`src/rtl/pq_seq_pkg.sv`:
```
// pq_seq_pkg: shared types and default gap timing for the priority-queue command sequencer
package pq_seq_pkg;
  typedef enum logic {S_IDLE, S_GAP} state_t;
  typedef enum logic [1:0] {OP_NONE, OP_ENQ, OP_DEQ, OP_REP} op_t;
  localparam int DEF_ENQ_GAP = 2;
  localparam int DEF_DEQ_GAP = 3;
  localparam int DEF_REP_GAP = 2;
endpackage

```
`src/rtl/pq_push_fifo.sv`:
```
// pq_push_fifo: power-of-two synchronous FIFO buffering keys until they are enqueued
module pq_push_fifo #(
  parameter int DATA_WIDTH = 16,
  parameter int FIFO_DEPTH = 4
) (
  input  logic                  CLK,
  input  logic                  RST,
  input  logic                  push,
  input  logic                  pop,
  input  logic [DATA_WIDTH-1:0] din,
  output logic [DATA_WIDTH-1:0] head,
  output logic                  full,
  output logic                  empty,
  output logic                  full_nxt,
  output logic                  empty_nxt
);
  localparam int AW = $clog2(FIFO_DEPTH);
  localparam logic [AW:0] WRAP = {1'b1, {AW{1'b0}}};
  logic [AW:0] wr, rd, wr_nxt, rd_nxt;
  logic [DATA_WIDTH-1:0] mem [FIFO_DEPTH];
  always_comb begin
    wr_nxt = wr + {{AW{1'b0}}, push};
    rd_nxt = rd + {{AW{1'b0}}, pop};
    full = (wr ^ rd) == WRAP;
    empty = wr == rd;
    full_nxt = (wr_nxt ^ rd_nxt) == WRAP;
    empty_nxt = wr_nxt == rd_nxt;
    head = mem[rd[AW-1:0]];
  end
  always_ff @(posedge CLK) begin
    if (RST) begin
      wr <= '0;
      rd <= '0;
    end else begin
      wr <= wr_nxt;
      rd <= rd_nxt;
    end
  end
  always_ff @(posedge CLK) begin
    if (push) mem[wr[AW-1:0]] <= din;
  end
endmodule

```
`src/rtl/pq_cmd_sequencer.sv`:
```
// pq_cmd_sequencer: merges push/pop streams into gapped enqueue/dequeue/replace pulses for the priority queue
module pq_cmd_sequencer
  import pq_seq_pkg::*;
#(
  parameter int DATA_WIDTH = 16,
  parameter int FIFO_DEPTH = 4,
  parameter int ENQ_GAP = DEF_ENQ_GAP,
  parameter int DEQ_GAP = DEF_DEQ_GAP,
  parameter int REP_GAP = DEF_REP_GAP
) (
  input  logic                  i_CLK,
  input  logic                  i_RST,
  input  logic                  i_push_valid,
  output logic                  o_push_ready,
  input  logic [DATA_WIDTH-1:0] i_push_data,
  input  logic                  i_pop_valid,
  output logic                  o_pop_ready,
  output logic                  o_pop_data_valid,
  output logic [DATA_WIDTH-1:0] o_pop_data,
  output logic                  o_pop_empty,
  output logic                  o_pq_wrt,
  output logic                  o_pq_read,
  output logic [DATA_WIDTH-1:0] o_pq_data,
  input  logic                  i_pq_full,
  input  logic                  i_pq_empty,
  input  logic [DATA_WIDTH-1:0] i_pq_data,
  output logic                  o_busy
);
  localparam int GW = 8;
  logic push_hs, pop_hs, fifo_pop, fifo_full, fifo_empty, full_nxt, empty_nxt;
  logic pop_pend, pop_pend_nxt, resp_empty, serviced;
  logic [DATA_WIDTH-1:0] head;
  logic [GW-1:0] cnt, cnt_nxt;
  state_t state, state_nxt;
  op_t op;
  assign push_hs = i_push_valid && o_push_ready;
  assign pop_hs = i_pop_valid && o_pop_ready;
  pq_push_fifo #(
    .DATA_WIDTH(DATA_WIDTH),
    .FIFO_DEPTH(FIFO_DEPTH)
  ) u_fifo (
    .CLK(i_CLK),
    .RST(i_RST),
    .push(push_hs && !fifo_full),
    .pop(fifo_pop),
    .din(i_push_data),
    .head(head),
    .full(fifo_full),
    .empty(fifo_empty),
    .full_nxt(full_nxt),
    .empty_nxt(empty_nxt)
  );
  always_comb begin
    resp_empty = state == S_IDLE && pop_pend && i_pq_empty;
    op = (state != S_IDLE || resp_empty) ? OP_NONE :
         pop_pend ? (fifo_empty ? OP_DEQ : OP_REP) :
         (!fifo_empty && !i_pq_full) ? OP_ENQ : OP_NONE;
    serviced = resp_empty || op == OP_DEQ || op == OP_REP;
    fifo_pop = op == OP_ENQ || op == OP_REP;
    pop_pend_nxt = pop_hs || (pop_pend && !serviced);
    state_nxt = op != OP_NONE ? S_GAP : (state == S_GAP && cnt == GW'(1)) ? S_IDLE : state;
    cnt_nxt = op == OP_ENQ ? GW'(ENQ_GAP) :
              op == OP_DEQ ? GW'(DEQ_GAP) :
              op == OP_REP ? GW'(REP_GAP) :
              state == S_GAP ? cnt - GW'(1) : cnt;
  end
  always_ff @(posedge i_CLK) begin
    if (i_RST) begin
      state <= S_IDLE;
      cnt <= '0;
      pop_pend <= 1'b0;
      o_push_ready <= 1'b0;
      o_pop_ready <= 1'b0;
      o_pop_data_valid <= 1'b0;
      o_pop_data <= '0;
      o_pop_empty <= 1'b0;
      o_pq_wrt <= 1'b0;
      o_pq_read <= 1'b0;
      o_pq_data <= '0;
      o_busy <= 1'b0;
    end else begin
      state <= state_nxt;
      cnt <= cnt_nxt;
      pop_pend <= pop_pend_nxt;
      o_push_ready <= !full_nxt;
      o_pop_ready <= !pop_pend_nxt;
      o_pop_data_valid <= serviced;
      o_pop_empty <= resp_empty;
      o_pq_wrt <= op == OP_ENQ || op == OP_REP;
      o_pq_read <= op == OP_DEQ || op == OP_REP;
      o_busy <= state_nxt != S_IDLE || !empty_nxt || pop_pend_nxt;
      if (serviced) o_pop_data <= resp_empty ? '1 : i_pq_data;
      if (fifo_pop) o_pq_data <= head;
    end
  end
endmodule

```
`config.mk`:
```
export PLATFORM = sky130hd
export DESIGN_NAME = pq_cmd_sequencer
export DESIGN_NICKNAME = d
export VERILOG_FILES = /design/src/rtl/pq_seq_pkg.sv /design/src/rtl/pq_push_fifo.sv /design/src/rtl/pq_cmd_sequencer.sv
export SDC_FILE = /design/constraint.sdc
export NUM_CORES = 1
export LEC_CHECK = 0
export CAP_MARGIN = 20
export CORE_ASPECT_RATIO = 1.75
export CORE_UTILIZATION = 45
export CTS_BUF_LIST = sky130_fd_sc_hd__clkbuf_16
export DETAILED_ROUTE_END_ITERATION = 10
export PLACE_DENSITY = 0.7
export SYNTH_ARGS = -nofsm -noshare
export SYNTH_HDL_FRONTEND = slang
export SYNTH_HIERARCHICAL = 1
export SYNTH_SLANG_ARGS = --single-unit
```
`constraint.sdc`:
```
create_clock -name i_CLK -period 3.31 [get_ports i_CLK]
set_clock_uncertainty 0.1 [all_clocks]
set_input_delay 0.662 -clock i_CLK [delete_from_list [all_inputs] [get_ports i_CLK]]
set_output_delay 0.662 -clock i_CLK [all_outputs]
set_load 0.05 [all_outputs]
```
# ---- Word level (Yosys, flattened, before mapping)
# Memory sizes are Yosys's and may differ from the RTL's. A register that Yosys moved wholly into a read port is not among the register bits.
# Cells that the tools add are included.
dict set report classes {
  addsub 3
  multipliers 0
  n_div 0
  magnitude_cmp 0
  n_eq_ne 8
  shift 0
  mux 13
  bitwise_logic 3
  n_reduce_logical 28
}
# op n
set op_table {}
lappend op_table {{2-to-1 mux 16 bit} 1}
lappend op_table {{2-to-1 mux 2 bit} 6}
lappend op_table {{equality test 8 x 1 -> 1 bit, second input constant} 1}
lappend op_table {{logical AND 1 bit} 8}
lappend op_table {{logical OR 1 bit} 8}
lappend op_table {{subtractor 8 x 1 -> 8 bit, second input constant} 1}
lappend op_table {{zero test 1 bit} 7}
lappend op_table {{adder 3 x 1 -> 3 bit} 2}
lappend op_table {{equality test 3 bit} 2}
lappend op_table {{equality test 3 bit, second input constant} 2}
lappend op_table {{2-to-1 mux 1 bit} 6}
lappend op_table {{XOR 3 bit} 2}
lappend op_table {{equality test 2 bit, second input constant} 2}
lappend op_table {{nonzero test 4 bit} 1}
lappend op_table {{OR reduction 4 bit} 1}
lappend op_table {{nonzero test 3 bit} 1}
lappend op_table {{equality test 2 x 1 -> 1 bit, second input constant} 1}
lappend op_table {{nonzero test 2 bit} 1}
lappend op_table {{OR reduction 2 bit} 1}
lappend op_table {{NOT 1 bit} 1}
dict set report totals {
  reg_bits 39
  latch_bits 0
  mem_bits_rw 64
  romBits 0
  inputBits 38
  out_inout_bits 39
  word_cells 71
  n_memories 1
}
# name words width read_ports rd_ports_with_merged_regs wr line_no
set mem_list {}
lappend mem_list {u_fifo.mem 4 16 1 1 1 pq_push_fifo.sv:20} ;# logic [DATA_WIDTH-1:0] mem [FIFO_DEPTH];

# ---- Longest topological paths before layout
# Gate-level depths: netlist of run 1.
dict set report depth {
  word_depth 13
  depth_mapped 12
  mapped_depth_nobuf 10
}

# ---- Modules after synthesis
# The synthesis of run 1 kept the hierarchy.
# module n_inst cells_each area_per_inst_um2
set by_module_without_submodules {}
lappend by_module_without_submodules {pq_push_fifo 1 119 2680.1}
lappend by_module_without_submodules {pq_cmd_sequencer 1 181 1779.2}

# ---- Worst setup path after synthesis of run 1
# Ideal clock, no wire load.
dict set report synth_path {
  path_kind {register to register}
  from {reg u_fifo.rd[0]}
  to {mem u_fifo.mem[0][0] (enable)}
  setup_ns 0.413
  t_arrival_ns 2.272
  t_required_ns 2.797
  setup_slack_ns 0.525
  path_stages_with_launch 8
  cell_sequence {dfxtp_1 buf_6 buf_12 xnor2_1 nand2_1 nor2_1 nor2_1 nor3b_1}
}
dict set report synth_between {
  elab_chain_len 6
}
# element line_no
set synth_rtl {}
lappend synth_rtl {{start: declaration} pq_push_fifo.sv:19} ;# logic [AW:0] wr, rd, wr_nxt, rd_nxt;
lappend synth_rtl {{start signal: assignment} pq_push_fifo.sv:36} ;# rd <= rd_nxt;
lappend synth_rtl {{XOR 3 bit} pq_push_fifo.sv:24} ;# full = (wr ^ rd) == WRAP;
lappend synth_rtl {{equality test 3 bit} pq_push_fifo.sv:24}
lappend synth_rtl {{named net fifo_full} pq_cmd_sequencer.sv:30} ;# logic push_hs, pop_hs, fifo_pop, fifo_full, fifo_empty, full_nxt, empty_nxt;
lappend synth_rtl {{zero test 1 bit} pq_cmd_sequencer.sv:44} ;# .push(push_hs && !fifo_full),
lappend synth_rtl {{logical AND 1 bit} pq_cmd_sequencer.sv:44}
lappend synth_rtl {{2-to-1 mux 1 bit} pq_push_fifo.sv:40} ;# if (push) mem[wr[AW-1:0]] <= din;
lappend synth_rtl {{2-to-1 mux 1 bit (implied by the code)} pq_push_fifo.sv:40}
lappend synth_rtl {{end: declaration} pq_push_fifo.sv:20}
# The timed path passes the listed nets, and every way through them passes these cells.

# ---- Worst setup path after layout of run 1
dict set report layout_path {
  from {in i_pq_empty}
  to {reg o_busy}
}
dict set report layout_between {
  elab_chain_len 10
  word_cells_on_any_way 19
  cone_classes {add/sub (1); eq/ne (4); mux (2); reduce/logical (12)}
}
# element line_no
set layout_rtl {}
lappend layout_rtl {{start: declaration} pq_cmd_sequencer.sv:25} ;# input logic i_pq_empty,
lappend layout_rtl {{logical AND 1 bit (*)} pq_cmd_sequencer.sv:54} ;# resp_empty = state == S_IDLE && pop_pend && i_pq_empty;
lappend layout_rtl {{logical OR 1 bit (*)} pq_cmd_sequencer.sv:55} ;# op = (state != S_IDLE || resp_empty) ? OP_NONE :
lappend layout_rtl {{2-to-1 mux 2 bit (*)} pq_cmd_sequencer.sv:55}
lappend layout_rtl {{equality test 2 x 1 -> 1 bit / equality test 2 bit (equally long branches)} pq_cmd_sequencer.sv:59} ;# fifo_pop = op == OP_ENQ || op == OP_REP;
lappend layout_rtl {{logical OR 1 bit (*)} pq_cmd_sequencer.sv:59}
lappend layout_rtl {{named net fifo_pop} pq_cmd_sequencer.sv:30}
lappend layout_rtl {{adder 3 x 1 -> 3 bit (*)} pq_push_fifo.sv:23} ;# rd_nxt = rd + {{AW{1'b0}}, pop};
lappend layout_rtl {{equality test 3 bit (*)} pq_push_fifo.sv:27} ;# empty_nxt = wr_nxt == rd_nxt;
lappend layout_rtl {{named net empty_nxt} pq_cmd_sequencer.sv:30}
lappend layout_rtl {{zero test 1 bit (*)} pq_cmd_sequencer.sv:91} ;# o_busy <= state_nxt != S_IDLE || !empty_nxt || pop_pend_nxt;
lappend layout_rtl {{logical OR 1 bit (*) (2 in series)} pq_cmd_sequencer.sv:91}
lappend layout_rtl {{end signal: assignment} pq_cmd_sequencer.sv:91}
lappend layout_rtl {{end: declaration} pq_cmd_sequencer.sv:27} ;# output logic o_busy
# The timed path passes the listed nets; every way through them passes the cells marked *.
# A chain may end at the register's enable or synchronous reset.

==> summary.md, run 1 <==
| Metric | Value |
|---|---|
| WP buf/inv | 1 |
| Hold path depth | 1 |
| Actual slew at the worst max-slew pin | between 0.6 and 0.7 ns |
| Multiplexer share of the synthesized area | under 10% |
| RSZ-0062 raised after global routing | no |
| Cell family with most CP delay | buffers and inverters |
| Max-slew violations | 0 |
| TritonCTS buffer count | 17 |
| CTS tree | done |
| Fraction of layout instances using a drive strength above 1 | between 10% and 20% |
| Stages on worst setup path | 9 |
| Die width | a little under 80 µm |
| Final cycle utilization of the critical path | a little under three quarters |
| Pre-CTS WS | approximately 0.56 ns |
| Asr flop ratio synth | 0% |
| Synth-to-layout area growth | 31.7% |
| Vias per Instance | between 5 and 6 |
| Routed wl met3 | between 200 and 300 µm |
| Metal2 WL | approximately 4.6 mm |
| Routed WL per cell | around 16 µm |
| Critical Path Start | i_pq_empty |
| FILL cells | about 740 |
| Worst Setup Start Kind | primary input |
| Worst skew pair latency | 0.40 ns |
| Worst Path Required | between 3 and 4 ns |
| Slowest cell on crit path | clkdlybuf4s50_1 |
| GRT overflow | 0 |
| FF/Latch Area | ~3000 µm² |
| Final-report hold violation count | 0 |
| Compound-Gate Fraction of Synth Area | under 10% |
| H-tree levels | 4 |
| GPL Wtd Cong | ~0.73 |
| Critical Path End Type | flop |
| Metal-1 WL | around 3.3 mm |
| Hold buffers post-CTS | 0 |
| Antenna violations before repair | 0 |
| Full die area | between 10000 and 15000 µm² |
| Fin Setup TNS | 0 ns |
| Number of global-route vias before repair | 2726 |
| Synth area leader | edfxtp_1 |
| Fin util | around three fifths |
| Status | complete, no violations |
| Dpl cells | between 400 and 500 |
| Final setup margin | 0.957 ns |
| Post-synthesis sequential area ratio | about 68% |
| Post-Synth XOR/XNOR Area | roughly 2.7% |
| Max Root-Sink Buffers | 2 |
| R2R depth | 10 |
| Setup Buffers After CTS | 0 |
| Post-route ant nets | 0 |
| Synth top area share | 43.1% |
| Fin area | ~6000 µm² |
| Synth Area in Simple Gates | 11.6% |
| Syn_nets | 344 |
| Vias | between 2000 and 3000 |
| DR pass1 iterations | 4 |
| EDFF count, synth | 64 |
| Adder-Cell Fraction of Synth Area | 1.68% |
| Root buf cell | clkbuf_16 |
| Total clock sinks | 119 |
| Mapped Cells | 300 |
| Die Height | 134 µm |
| Distinct cells, synth | 39 |
| VDD IR max | between 0.3 and 0.4 mV |
| Multi-input gate area | approximately 1300 µm² |
| Syn Area/Cell | about 15 µm² |
| Ranking of synthesized cells by area | edfxtp_1 (43%), dfxtp_1 (25%), mux4_2 (4.5%) |
| Power Dens Cells | 670 nW/µm² |
| Main combinational cell family by area after synthesis | simple AND/OR/NAND/NOR gates |
| Highest Signal Layer | met4 |
| Largest stage delay on the critical path | about 0.54 ns |
| Final WL | a little over 8 mm |
| Post_cts resized | 0 |
| GRT Util Overall | 17.5% |
| Critical path arrival | ~2.5 ns |
| Final Non-Filler Cells | about 520 |
| Max-cap violations | 0 |
| Slew HR | 57.1% |
| RR Startpoint | u_fifo/wr[0]$_SDFF_PP0_ |
| Min Clock Period, post-route | 2.35 ns |
| Leakage | ~0.002 µW |
| # port buffers | 76 |
| Core Region | approximately 9500 µm² |
| Crit Path Class | primary input to flop |
| Largest net degree at the start of global routing | 22 |
| Initial cell density of the core | between 40% and 50% |
| Synth Flop Type | edfxtp_1 |
| # diodes | 0 |
| DR DRC count | 0 |
| Final Setup Violations | 0 |
| NumNets Final | 431 |
| DP Area | around 5300 µm² |
| HP Start | o_pq_data[11]$_SDFFE_PP0P_ |
| Hold Crit Class | flop to flop |
| Num ports | a little under 80 |
| Global-route wire length before repair | 13.4 mm |
| FMAX | roughly 430 MHz |
| Worst-path clk slew | roughly 0.050 ns |
| Post-synthesis register bit count | between 100 and 150 |
| Initial DRC count | ~140 |
| Post-DP HPWL | 5.60 mm |
| Mapped Area | ~4500 µm² |
| Crit-path cells | clkdlybuf4s50_1, nor2b_4, o21a_4, ha_1, ha_1, xnor2_1, xnor2_1, nor2b_1, a31oi_1 |
| Row cnt | 47 |
| Warnings from Yosys | 6 |
| Worst-path fanout max | 3 |
-- cells in the final DEF, fill, tap and decap left out, types with 2 or more instances in the layout --
cell type        Yosys  routed
xnor2_1             12      12
dfxtp_1             55      55
mux4_2               9       9
and3_1               2       2
clkbuf_16            0      17
nand2_1              9       9
and2_1               2       2
clkinvlp_4           0       3
clkinv_2             0       3
nor4_1               2       2
nor2_1              37      37
inv_1                2       6
clkdlybuf4s50_1      0      76
nor3_1              34      34
xor2_1               2       2
ha_1                 6       6
clkinv_1             0       3
edfxtp_1            64      64
nor2b_1              7       7
bufinv_16            0       2
mux4_1               7       7
nor2b_4              2       2
a22o_1              16      16
buf_4                1       9
-- cells by family after synthesis --
group                    after synthesis
AO/OA/AOI/OAI                         24
XOR/XNOR                              14
adder cells (fa/ha/maj)                6
buffers and inverters                 19
flip-flops                           119
multiplexers                          16
AND/OR/NAND/NOR                      102
-- per-layer routing --
layer,up-vias,track usage [%]
li1,1292,-
met4,0,10.6
met1,1322,17.8
met5,-,0
met2,67,31.2
met3,14,5.00
-- where the power goes --
part / switching (µW) / total, µW / internal, µW
Clock: 597 / 1680 / 1080
Sequential: 51.9 / 1690 / 1640
Combinational: 321 / 568 / 247
Total: 970 / 3940 / 2970
-- final cells by class --
type / count / area share (%)
inverter: 2 / 0.128
tap: 122 / 2.60
multi-input combinational: 162 / 22.3
timing repair buffer: 85 / 14.1
clock inverter: 15 / 2.11
sequential: 119 / 51.5
clock buffer: 17 / 7.24
-- synth_stat cells (2+ instances only) --
| library cell | n |
|---|---|
| a22o_1 | 16 |
| and2_1 | 2 |
| and3_1 | 2 |
| buf_2 | 6 |
| buf_6 | 4 |
| clkbuf_1 | 3 |
| dfxtp_1 | 55 |
| edfxtp_1 | 64 |
| ha_1 | 6 |
| inv_1 | 2 |
| mux4_1 | 7 |
| mux4_2 | 9 |
| nand2_1 | 9 |
| nor2_1 | 37 |
| nor2b_1 | 7 |
| nor2b_4 | 2 |
| nor3_1 | 34 |
| nor4_1 | 2 |
| xnor2_1 | 12 |
| xor2_1 | 2 |
-- flip-flops by register name, summed over array words and instances, names as in the netlist --
register          cells
o_pq_read             1
o_pop_data           16
u_fifo/wr             3
o_pq_data            16
u_fifo/rd             3
state                 1
o_pop_empty           1
o_pop_ready           1
u_fifo/mem           64
pop_pend              1
cnt                   8
o_pop_data_valid      1
o_push_ready          1
o_busy                1
o_pq_wrt              1
-- per-stage QoR --
stage                     hold slack (ns)  power, µW
after CTS                           0.377       3970
final                               0.374       3940
after detailed placement            0.366       2290
after floorplan                     0.367       2120
after global routing                0.397       4080
after global placement              0.360       2280
-- worst paths after layout --
path                                                    to  slack (ns)
worst max-delay path                     o_busy$_SDFF_PP0_        0.96
worst min register to register  o_pq_data[11]$_SDFFE_PP0P_        0.37
worst min-delay path            o_pq_data[11]$_SDFFE_PP0P_        0.37
worst max register to register           o_busy$_SDFF_PP0_        1.00
(Power assumes the default switching activity.)
==> run 2, diff against run 1 <==
--- a/config.mk
+++ b/config.mk
@@ -10,7 +10,7 @@
 export CORE_UTILIZATION = 45
 export CTS_BUF_LIST = sky130_fd_sc_hd__clkbuf_16
 export DETAILED_ROUTE_END_ITERATION = 10
-export PLACE_DENSITY = 0.7
+export PLACE_DENSITY = 0.72
 export SYNTH_ARGS = -nofsm -noshare
 export SYNTH_HDL_FRONTEND = slang
 export SYNTH_HIERARCHICAL = 1
==> constraint.sdc (replaced) <==
create_clock -name i_CLK -period 2.12 [get_ports i_CLK]
set_clock_uncertainty 0.1 [all_clocks]
set_input_delay 0.424 -clock i_CLK [delete_from_list [all_inputs] [get_ports i_CLK]]
set_output_delay 0.424 -clock i_CLK [all_outputs]
set_load 0.05 [all_outputs]
==> run 2 against run 1 <==
Compared with the run above: combinational power rose by 68%; register-to-register slack got worse by 0.94 ns; core utilization rose by 3.1 points; first-iteration DRC count fell by 31%; worst hold slack improved by 0.0032 ns; cell area rose by 5.0%; sequential cell count did not move; final cell count rose by 1.7%; critical path depth fell by 8; power rose by 62%; via count rose by 1.5%; largest cell class unchanged; highest routed layer unchanged.
==> summary.md, run 2 (synthesis results as in run 1) <==
| Metric | Value |
|---|---|
| Fraction of layout instances using a drive strength above 1 | 18.6% (+6.3 points) |
| Min Clock Period, post-route | between 2 and 2.5 ns |
| Sw Pwr | 1580 µW (+63%) |
| Row cnt | 47 (unchanged) |
| Final setup margin | 0.0446 ns (-0.913 ns) |
| FMAX | 482 MHz |
| Post-route ant nets | 0 (unchanged) |
| Max-slew violations | 0 (unchanged) |
| Total clock sinks | 119 (unchanged) |
| Vias per Instance | 5.15 (-0.20%) |
| Synth-to-layout area growth | 38.2% |
| Combinational Power Share | 14.9% (+0.5 points) |
| Final-report hold violation count | 0 (unchanged) |
| Largest net degree at the start of global routing | 31 (+41%) |
| Final Setup Violations | 0 (unchanged) |
| Worst Setup Start Kind | flop |
| Largest stage delay on the critical path | 0.81 ns (+0.27 ns) |
| VDD IR max | 0.646 mV (+66%) |
| Die width | 77.3 µm (unchanged) |
| Dpl cells | 499 (+2.0%) |
| Post-DP HPWL | 5.78 mm (+3.3%) |
| Core Region | 9530 µm² (unchanged) |
| NumNets Final | 440 (+2.1%) |
| Hold Crit Class | flop to flop |
| # port buffers | 76 (unchanged) |
| Root buf cell | clkbuf_16 |
| GRT overflow | 0 (unchanged) |
| Leakage | 0.00228 µW (+11%) |
| Critical Path End Type | output pin |
| Hold buffers post-CTS | 0 (unchanged) |
| Actual slew at the worst max-slew pin | 0.615 ns (-0.0278 ns) |
| Fin util | 64.7% (+3.1 points) |
| Slowest cell on crit path | clkdlybuf4s50_1 |
| Num ports | 77 (unchanged) |
| Final WL | 8.82 mm (+6.4%) |
| FILL cells | 702 (-5.4%) |
| Initial DRC count | 94 (-31%) |
| Most common cell after layout, fill and taps aside | clkdlybuf4s50_1 |
| Vias | 2736 (+1.5%) |
| Int Pwr | 4810 µW (+62%) |
| Die Height | 134 µm (unchanged) |
| Initial cell density of the core | 46.8% (unchanged) |
| Pre-CTS WS | -0.237 ns (-0.794 ns) |
| # diodes | 0 (unchanged) |
| Full die area | 10300 µm² (unchanged) |
| CTS tree | done |
| Flop pwr share | 41.2% (-1.8 points) |
| Final cycle utilization of the critical path | a little over nine tenths |
| Routed WL per cell | 16.6 µm (+4.6%) |
| Clock network power share | 43.9% (+1.3 points) |
| Antenna violations before repair | 0 (unchanged) |
| Status | complete, no violations |
| DR pass1 iterations | 4 (unchanged) |
| GPL Wtd Cong | 0.712 (-3.1%) |
| Worst-path fanout max | 2 (-1) |
| Critical path arrival | 1.55 ns (-0.96 ns) |
| Slew HR | 59.0% (+1.9 points) |
| Number of global-route vias before repair | 2825 (+3.6%) |
| WP buf/inv | 1 (unchanged) |
| Sw Ratio | 24.7% (+0.066 points) |
| Max Root-Sink Buffers | 2 (unchanged) |
| Final Non-Filler Cells | 531 (+1.7%) |
| Most frequent cells in the layout | clkdlybuf4s50_1 (65), edfxtp_1 (64), dfxtp_1 (52), nor2_1 (35), nor3_1 (34) |
| GRT Util Overall | 18.4% (+0.89 points) |
| Max-cap violations | 0 (unchanged) |
| Worst Path Required | 1.60 ns (-1.87 ns) |
| TritonCTS buffer count | 17 (unchanged) |
| Power Dens Cells | 1040 nW/µm² (+55%) |
| Worst skew pair latency | 0.41 ns (about the same) |
| DR DRC count | 0 (unchanged) |
| Global-route wire length before repair | 13.9 mm (+4.1%) |
| Setup Buffers After CTS | 0 (unchanged) |
| Cell family with most CP delay | buffers and inverters |
| Worst-path clk slew | 0.05 ns (about the same) |
| Crit-path cells | clkdlybuf4s50_1 |
| Crit Path Class | flop to output pin |
| Max reg flops | 64 (unchanged) |
| H-tree levels | 4 (unchanged) |
| Power Total | 6390 µW (+62%) |
[run 2: cell count changes in the layout (fill, tap and decap cells not counted), moves of 3 or more]
cell             change
dlymetal6s2s_1       +8
xnor2_1              -5
buf_4                +5
xnor2_2              +4
buf_12               +6
clkdlybuf4s50_1     -11
dfxtp_1              -3
[run 2: path summary, 6_finish.rpt]
check                              from  cells after the start                    endpoint  slack, ns
max           o_pq_data[3]$_SDFFE_PP0P_                      1                o_pq_data[3]       0.04
min          o_pq_data[11]$_SDFFE_PP0P_                      1  o_pq_data[11]$_SDFFE_PP0P_       0.38
max reg2reg     u_fifo/rd[2]$_SDFF_PP0_                     10           o_busy$_SDFF_PP0_       0.06
min reg2reg  o_pq_data[11]$_SDFFE_PP0P_                      1  o_pq_data[11]$_SDFFE_PP0P_       0.38
[run 2: power by group through the flow]
stage	combinational (µW)	sequential [µW]	clock, µW
floorplan	436	2880	0
global placement	939	2670	0
detailed placement	949	2680	0
CTS	955	2630	2860
global route	1020	2640	2950
finish	955	2630	2800
[run 2: layout make-up]
type / instances / area (µm²) / share of cell area [%]
multi-input combinational: 162 / 1400 / 22.7
tap: 122 / 153 / 2.48
clock inverter: 15 / 164 / 2.66
inverter: 2 / 7.51 / 0.122
clock buffer: 17 / 425 / 6.90
sequential: 119 / 3030 / 49.1
timing repair buffer: 94 / 985 / 16.0
[run 2: timing repair]
item / in CTS / in global routing
resized for setup: 1 / 17
setup endpoints to repair: 1 / 10
pin swaps: 0 / 4
[run 2: per-stage QoR]
step | setup TNS (ns) | cell area (µm²) | hold slack, ns
2_1_floorplan | -0.00875 | 4510 | 0.367
3_3_place_gp | -0.355 | 5510 | 0.361
3_5_place_dp | -0.455 | 5510 | 0.362
4_1_cts | 0 | 6100 | 0.382
5_1_grt | -0.0182 | 6160 | 0.396
6_report | 0 | 6160 | 0.377
[run 2: routing by layer]
metal | GRT usage (%) | up-vias | wire [µm]
li1 | - | 1314 | -
met1 | 18.1 | 1315 | 3380
met2 | 32.7 | 87 | 4800
met3 | 5.82 | 20 | 420
met4 | 11.7 | 0 | 226
met5 | 0 | - | 0
